**config.mk**
```make
export PLATFORM = sky130hd
export DESIGN_NAME = program_loader
export DESIGN_NICKNAME = d
export VERILOG_FILES = /design/src/rtl/program_loader_pkg.sv /design/src/rtl/program_loader.sv
export SDC_FILE = /design/constraint.sdc
export NUM_CORES = 1
export LEC_CHECK = 0
export ABC_AREA = 1
export ABC_CLOCK_PERIOD_IN_PS = 1800
export BUFFER_PORTS_ARGS = -buffer_cell sky130_fd_sc_hd__buf_4
export CAP_MARGIN = 0
export CELL_PAD_IN_SITES_DETAIL_PLACEMENT = 1
export CELL_PAD_IN_SITES_GLOBAL_PLACEMENT = 1
export CORE_ASPECT_RATIO = 0.7
export CORE_MARGIN = 5
export CORE_UTILIZATION = 38
export DETAILED_ROUTE_END_ITERATION = 7
export PLACE_DENSITY_LB_ADDON = 0.05
export SYNTH_ARGS = -nofsm -noshare
export SYNTH_HDL_FRONTEND = slang
export SYNTH_SLANG_ARGS = --single-unit
```
**constraint.sdc**
```tcl
create_clock -name i_clk -period 1.8 [get_ports i_clk]
set_input_delay 0.27 -clock i_clk [delete_from_list [all_inputs] [get_ports i_clk]]
set_output_delay 0.27 -clock i_clk [all_outputs]
set_load 0.05 [all_outputs]
```
**src/rtl/program_loader_pkg.sv**
```systemverilog
// -----------------------------------------------------------------------------
// program_loader_pkg
// Shared definitions for the byte-stream program loader: loader FSM state
// encoding, program-memory geometry and the modulo-256 checksum helper.
// -----------------------------------------------------------------------------
package program_loader_pkg;

  localparam int PM_AW    = 5;
  localparam int PM_DW    = 16;
  localparam int PM_DEPTH = 32;

  typedef enum logic [2:0] {
    S_IDLE = 3'd0,
    S_HI   = 3'd1,
    S_LO   = 3'd2,
    S_WR   = 3'd3,
    S_CHK  = 3'd4,
    S_RUN  = 3'd5,
    S_ERR  = 3'd6
  } loader_state;

  // Modulo-256 accumulation step for the stream checksum.
  function automatic logic [7:0] sum8(input logic [7:0] a, input logic [7:0] b);
    return a + b;
  endfunction

endpackage

```
**src/rtl/program_loader.sv**
```systemverilog
// -----------------------------------------------------------------------------
// program_loader
// Write side of the CPU's 32x16 program memory. Accepts a byte stream over a
// valid/ready handshake: one length byte L (N = L[4:0]+1 words), then N words
// sent high byte first, optionally followed by a checksum byte. Words are
// written to consecutive addresses starting at 0. The CPU is held in reset
// with its clock enable low until the load completes.
//
// Optional feature macro: LOADER_CHECKSUM_EN
//   defined   : a trailing checksum byte is required; (sum of all bytes) mod
//               256 must be 0, otherwise the loader parks in ERR.
//   undefined : no checksum byte, o_error tied low.
//
// Ports:
//   i_clk, i_rst        clock, synchronous active-high reset
//   i_ce                global clock enable (low freezes all state)
//   i_byte/i_byte_valid stream input, o_byte_ready handshake (combinational)
//   i_reload            restart a load from RUN/ERR
//   o_pm_we/addr/data   program memory write port
//   o_cpu_rst/o_cpu_ce  CPU reset and clock enable
//   o_done/o_error      load finished / checksum mismatch
// -----------------------------------------------------------------------------
module program_loader
  import program_loader_pkg::*;
(
  input  logic             i_clk,
  input  logic             i_rst,
  input  logic             i_ce,
  input  logic [7:0]       i_byte,
  input  logic             i_byte_valid,
  output logic             o_byte_ready,
  input  logic             i_reload,
  output logic             o_pm_we,
  output logic [PM_AW-1:0] o_pm_addr,
  output logic [PM_DW-1:0] o_pm_data,
  output logic             o_cpu_rst,
  output logic             o_cpu_ce,
  output logic             o_done,
  output logic             o_error
);

  loader_state      r_state;
  loader_state      w_next;
  logic [PM_AW-1:0] r_last;
  logic [PM_AW-1:0] r_cnt;
  logic [7:0]       r_hi;
  logic [PM_AW-1:0] r_pm_addr;
  logic [PM_DW-1:0] r_pm_data;
  logic             w_accept;
  logic             w_last_word;

  // Byte-consuming states; CHK is only ever entered with the checksum build.
  assign o_byte_ready = i_ce & ((r_state == S_IDLE) | (r_state == S_HI) |
                                (r_state == S_LO)   | (r_state == S_CHK));
  assign w_accept     = i_byte_valid & o_byte_ready;
  assign w_last_word  = (r_cnt == r_last);

`ifdef LOADER_CHECKSUM_EN
  logic [7:0] r_sum;
  logic       w_chk_ok;

  assign w_chk_ok = (sum8(r_sum, i_byte) == 8'h00);

  // Running modulo-256 sum of the length byte and every data byte.
  always_ff @(posedge i_clk) begin
    if (i_rst) begin
      r_sum <= 8'h00;
    end else if (i_ce && w_accept) begin
      if (r_state == S_IDLE) begin
        r_sum <= i_byte;
      end else begin
        r_sum <= sum8(r_sum, i_byte);
      end
    end
  end
`endif

  // Next-state decode; state only advances on edges with i_ce high.
  always_comb begin
    w_next = r_state;
    case (r_state)
      S_IDLE: begin
        if (w_accept) w_next = S_HI;
        else          w_next = S_IDLE;
      end
      S_HI: begin
        if (w_accept) w_next = S_LO;
        else          w_next = S_HI;
      end
      S_LO: begin
        if (w_accept) w_next = S_WR;
        else          w_next = S_LO;
      end
      S_WR: begin
        if (w_last_word) begin
`ifdef LOADER_CHECKSUM_EN
          w_next = S_CHK;
`else
          w_next = S_RUN;
`endif
        end else begin
          w_next = S_HI;
        end
      end
`ifdef LOADER_CHECKSUM_EN
      S_CHK: begin
        if (w_accept) w_next = w_chk_ok ? S_RUN : S_ERR;
        else          w_next = S_CHK;
      end
      S_ERR: begin
        if (i_reload) w_next = S_IDLE;
        else          w_next = S_ERR;
      end
`endif
      S_RUN: begin
        if (i_reload) w_next = S_IDLE;
        else          w_next = S_RUN;
      end
      default: w_next = S_IDLE;
    endcase
  end

  // State register plus word assembly, address counter and write-port latches.
  always_ff @(posedge i_clk) begin
    if (i_rst) begin
      r_state   <= S_IDLE;
      r_last    <= 5'd0;
      r_cnt     <= 5'd0;
      r_hi      <= 8'h00;
      r_pm_addr <= 5'd0;
      r_pm_data <= 16'h0000;
    end else if (i_ce) begin
      r_state <= w_next;
      case (r_state)
        S_IDLE: begin
          if (w_accept) begin
            // L[4:0] is already N-1, i.e. the last address to be written.
            r_last <= i_byte[4:0];
            r_cnt  <= 5'd0;
          end
        end
        S_HI: begin
          if (w_accept) r_hi <= i_byte;
        end
        S_LO: begin
          if (w_accept) begin
            r_pm_data <= {r_hi, i_byte};
            r_pm_addr <= r_cnt;
          end
        end
        S_WR: begin
          // Counter stops at the last address, so it never wraps past 31.
          if (!w_last_word) r_cnt <= r_cnt + 5'd1;
        end
        default: begin
        end
      endcase
    end
  end

  // Write strobe is a pure WR decode, suppressed while the clock enable is low.
  assign o_pm_we   = (r_state == S_WR) & i_ce;
  assign o_pm_addr = r_pm_addr;
  assign o_pm_data = r_pm_data;
  assign o_cpu_rst = (r_state != S_RUN);
  assign o_cpu_ce  = (r_state == S_RUN);
  assign o_done    = (r_state == S_RUN);
`ifdef LOADER_CHECKSUM_EN
  assign o_error   = (r_state == S_ERR);
`else
  assign o_error   = 1'b0;
`endif

endmodule
```
# Word-level counts from Yosys, hierarchy flattened
# Cells that the tools add are included.
word_totals:
  regBits: 42
  latchBits: 0
  ram_bits: 0
  romBits: 0
  inputBits: 13
  output_inout_bits: 27
  wordCells: 37
  mem_count: 0
op_classes:
  addsub: 1
  multipliers: 0
  n_div: 0
  order_cmp: 0
  n_eq_ne: 9
  shifts: 0
  mux: 9
  n_bitwise: 6
  n_reduce_logical: 6
ops:
  columns: ["operator", "count"]
  rows:
  - ["$pmux 3 s5", 1]
  - ["$mux 5", 2]
  - ["$pmux 5 s2", 1]
  - ["$reduce_and 3->1", 3]
  - ["$eq 3x2->1 const B", 2]
  - ["$eq 3x3->1 const B", 2]
  - ["$mux 3", 2]
  - ["$add 5x1->5 const B", 1]
  - ["$eq 5x5->1", 1]
  - ["$ne 2x2->1 const B", 2]
  - ["$reduce_and 4->1", 1]
  - ["$and 1x1->1", 3]
  - ["$eq 3x1->1 const B", 1]
  - ["$logic_not 3->1", 1]
  - ["$ne 3x3->1 const B", 1]
  - ["$or 1x1->1", 3]
  - ["$mux 1", 2]
  - ["$mux 2", 1]
  - ["$reduce_bool 2->1", 1]

# Longest topological paths before layout
logic_depth:
  ltp_word: 8
  mapped_depth: 9
  depth_no_buf: 9

# Least setup slack after synthesis
# No wires, ideal clock.
synth_path:
  path_kind: "flip-flop to output port"
  startpoint: "reg r_state[0]"
  endpoint: "out o_cpu_rst"
  arrival_ns: 1.409
  t_required_ns: 1.530
  setup_slack_ns: 0.121
  stages_incl_launch_ff: 4
  path_buffers: 0
  path_cell_list: "dfxtp_1 nand2_1 nor2_2 inv_1"
synth_via:
  elab_chain_cells: 1
synth_rtl:
  columns: ["element", "line_no", "rtl"]
  rows:
  - ["start, declared", "program_loader.sv:42", "loader_state r_state;"]
  - ["start signal, assigned", "program_loader.sv:133", "r_state <= w_next;"]
  - ["$ne 3x3->1", "program_loader.sv:165", "assign o_cpu_rst = (r_state != S_RUN);"]
  - ["end, declared", "program_loader.sv:36", "output logic o_cpu_rst,"]
# No other way between the ends.

# Worst setup path after layout
layout_path:
  startpoint: "reg r_state[1]"
  endpoint: "out o_pm_we"
layout_via:
  elab_chain_cells: 2
layout_rtl:
  columns: ["element", "line_no", "rtl"]
  rows:
  - ["$eq 3x2->1", "program_loader.sv:162", "assign o_pm_we = (r_state == S_WR) & i_ce;"]
  - ["$and 1x1->1", "program_loader.sv:162", null]
  - ["end, declared", "program_loader.sv:33", "output logic o_pm_we,"]
# No other way between the ends.

==> results by group <==
Power and ir drop
  – Internal Dissipation: 0.00142 W
  – Max IR drop VDD: 0.000401 V
  – Share of total power consumed by net switching: 24.2%
  – Combinational power share: 8.7%
  – Share of total power in the clock network: 40.1%
  – Power density normalized to cell area: 827 nW/µm²
  – Pleak: 0.916 nW
  – Net load switching power: 0.000453 W
  – Reg power frac: 51.2%

Timing
  – Max-slew violation total from the final report: 0
  – Max Clk Rate: 605 MHz
  – Endpoints failing setup: 0
  – Setup skew after layout: 0.00303 ns
  – Fin. Hold Viols: 0
  – RSZ-0062 raised after global routing: false
  – Fin crit share: 91.8%
  – Post-layout min period: 1.65 ns
  – Final WS setup: 0.147 ns
  – Final TNS setup: 0 ns

Floorplan
  – I/O pins: 40
  – Die span in y: 68.0 µm
  – Overall die area: 6310 µm²
  – Area of the core: 4700 µm²
  – Std cell rows: 21
  – Starting utilization of the core area: 38.8%
  – Die boundary width: 92.8 µm

Detailed routing
  – Met2 wire length: 1870 µm
  – Met3 layer wire length in the routed design: 260 µm
  – Remaining design rule violation count: 0
  – Routed met1 length: 2530 µm
  – Detailed-routing iteration count for the pre-antenna-repair pass: 4
  – Via count: 1588
  – Routed vias/inst: 4.83
  – Wire length per cell: 14.2 µm
  – Antenna-violating nets left: 0
  – Wire length after detailed routing: 4680 µm
  – Highest metal layer with signal wires: met4
  – Starting DRC count in detailed routing: 33

Setup path
  – Type of element launching the critical path: register
  – Required arrival time at the worst endpoint: 1.53 ns
  – WP data arrival: 1.38 ns
  – Worst Setup End Kind: output pin
  – Critical path peak fanout: 6
  – Classification of the worst setup path: register to output pin

Yosys
  – Number of distinct library cell variants in the gate-level netlist after synthesis: 27
  – EDFF count, synth: 0
  – Post-synth design cell area: 1830 µm²
  – Number of warnings printed during yosys synthesis: 0
  – Most frequent cells after synthesis: 42 x dfxtp_1, 30 x nand2_1, 25 x a21oi_1
  – Yosys top cell area share: 46.1%
  – Mapped Nets: 247
  – Seq/Total Area, Yosys: 46.1%
  – Cell taking the most area after synthesis: dfxtp_1
  – Largest cells by area after synthesis: dfxtp_1 46%, a21oi_1 6.9%, nand2_1 6.2%
  – Proportion of synthesized flip-flops having asynchronous set or reset: 0%
  – Most frequently used flop master after synthesis: dfxtp_1
  – Flip-flop and latch count after synthesis: 42
  – Cell with the most instances after synthesis: dfxtp_1
  – Post-synthesis area per instance: 7.83 µm²
  – Count of mapped cells out of synthesis: 233

Clocking
  – Clock tree from TritonCTS: built
  – Reg clk slew, reported paths: 0.08 ns
  – Latest clock arrival within the worst-skew pair: 0.29 ns
  – Maximum buffer depth of the clock tree: 2
  – Cts bufs inserted: 5
  – H-tree Lvls: 2
  – Resized Gates After CTS: 0
  – # Post-CTS Setup Buffers: 0
  – Buffer cell driving the clock tree root: clkbuf_8
  – Hold buffers post-CTS: 0
  – Clk sink count: 42

Placed design
  – Instance area after placement: 2150 µm²
  – Setup Slack @ Placement: 0.267 ns
  – Count of input and output buffers: 38
  – Final GP Congestion: 0.802
  – Number of placed cells counting well taps: 321
  – HPWL after detailed placement: 3470 µm

Final layout
  – Fraction of layout instances using a drive strength above 1: 27.2%
  – Total Nets Final: 285
  – Diode insertion count for antenna repair: 0
  – Post-route cell area: 2260 µm²
  – Area added between synthesis and finish: 23.9%
  – Non-filler cells in the finished layout: 329
  – Fillcell total: 585

GRT
  – Number of antenna violations at the first check in global routing: 0
  – Total congestion overflow after global routing: 0
  – Global-route total usage across every layer: 15.9%
  – Global-route wire length before repair: 7690 µm
  – Number of global-route vias before repair: 1547
  – Largest net degree at the start of global routing: 35

Job
  – Count of maximum capacitance violations: 0

Status
  – Status: completed

Hold path
  – Class of the tightest hold or removal check: input port to register
## power groups by stage
stage | Combinational (W) | Clock (W) | Sequential (W)
after global placement | 0.000161 | 0 | 0.000979
final | 0.000163 | 0.000750 | 0.000958
after floorplan | 0.0000974 | 0 | 0.000984
after global routing | 0.000181 | 0.000817 | 0.000961
after CTS | 0.000164 | 0.000775 | 0.000958
after detailed placement | 0.000163 | 0 | 0.000980
## routing by layer
| metal | vias to the layer above | track usage, % |
|---|---|---|
| met1 | 713 | 22.7 |
| met2 | 34 | 23.1 |
| met4 | 0 | 4.39 |
| met3 | 2 | 4.73 |
| li1 | 839 | - |
| met5 | - | 0 |
## cell type report
| type | instances | area (µm²) | share of cell area, % |
|---|---|---|---|
| well taps | 57 | 71.3 | 3.15 |
| flip-flops and latches | 42 | 841 | 37.2 |
| clock inverters | 2 | 37.5 | 1.66 |
| clock buffers | 6 | 72.6 | 3.21 |
| multi-input cells | 153 | 807 | 35.7 |
| repair buffers | 43 | 335 | 14.8 |
| inverters | 26 | 97.6 | 4.31 |
## critical path, cell delays in order, from the launching register on
cell and delay, ns:
dfxtp_1 0.48, nand3_2 0.21, nor2_2 0.17, buf_4 0.22
## placed cells by master (no fill, tap or decap), types with 3 or more instances in the layout
cell type / n
buf_4: 42
dfxtp_1: 42
nand2_1: 30
a21oi_1: 25
inv_1: 22
o21ai_1: 20
nor2_1: 17
o21ai_0: 14
nand3_1: 11
a21oi_2: 10
nor3_1: 9
clkbuf_8: 5
inv_2: 4
nor2_2: 3
## through the flow
step | util [%] | hold slack, ns | power (W)
4_1_cts | 48.1 | 0.200 | 0.00190
6_report | 48.1 | 0.204 | 0.00187
3_3_place_gp | 45.8 | 0.451 | 0.00114
5_1_grt | 48.1 | 0.199 | 0.00196
2_1_floorplan | - | 0.412 | 0.00108
3_5_place_dp | 45.8 | 0.461 | 0.00114
## kinds of logic (layout without fill, tap and decap cells)
| kind of cell | count (synthesis) | in the layout | share of synthesized area (%) |
|---|---|---|---|
| flops | 42 | 42 | 46.1 |
| buf+inv | 38 | 77 | 9.73 |
| other cells | 1 | 1 | 0.205 |
| xor+xnor | 4 | 4 | 1.92 |
| fa+ha+maj | 1 | 1 | 0.685 |
| simple gates | 78 | 78 | 20.4 |
| compound gates | 69 | 69 | 21.0 |
## path summary, 6_finish.rpt
check	startpoint	to	slack (ns)	cells past startpoint
worst max-delay path	r_state[1]	o_pm_we	0.15	3
worst min-delay path	i_rst	r_state[1]	0.20	2
worst max register to register	r_state[1]	r_state[0]	0.25	7
worst min register to register	r_last[3]	r_last[3]	0.47	2
## flip-flops by register name, indices dropped and copies added (netlist names)
name / cells
o_pm_addr: 5
r_last: 5
o_pm_data: 16
r_state: 3
r_hi: 8
r_cnt: 5
Power figures use the tool's default switching activity.
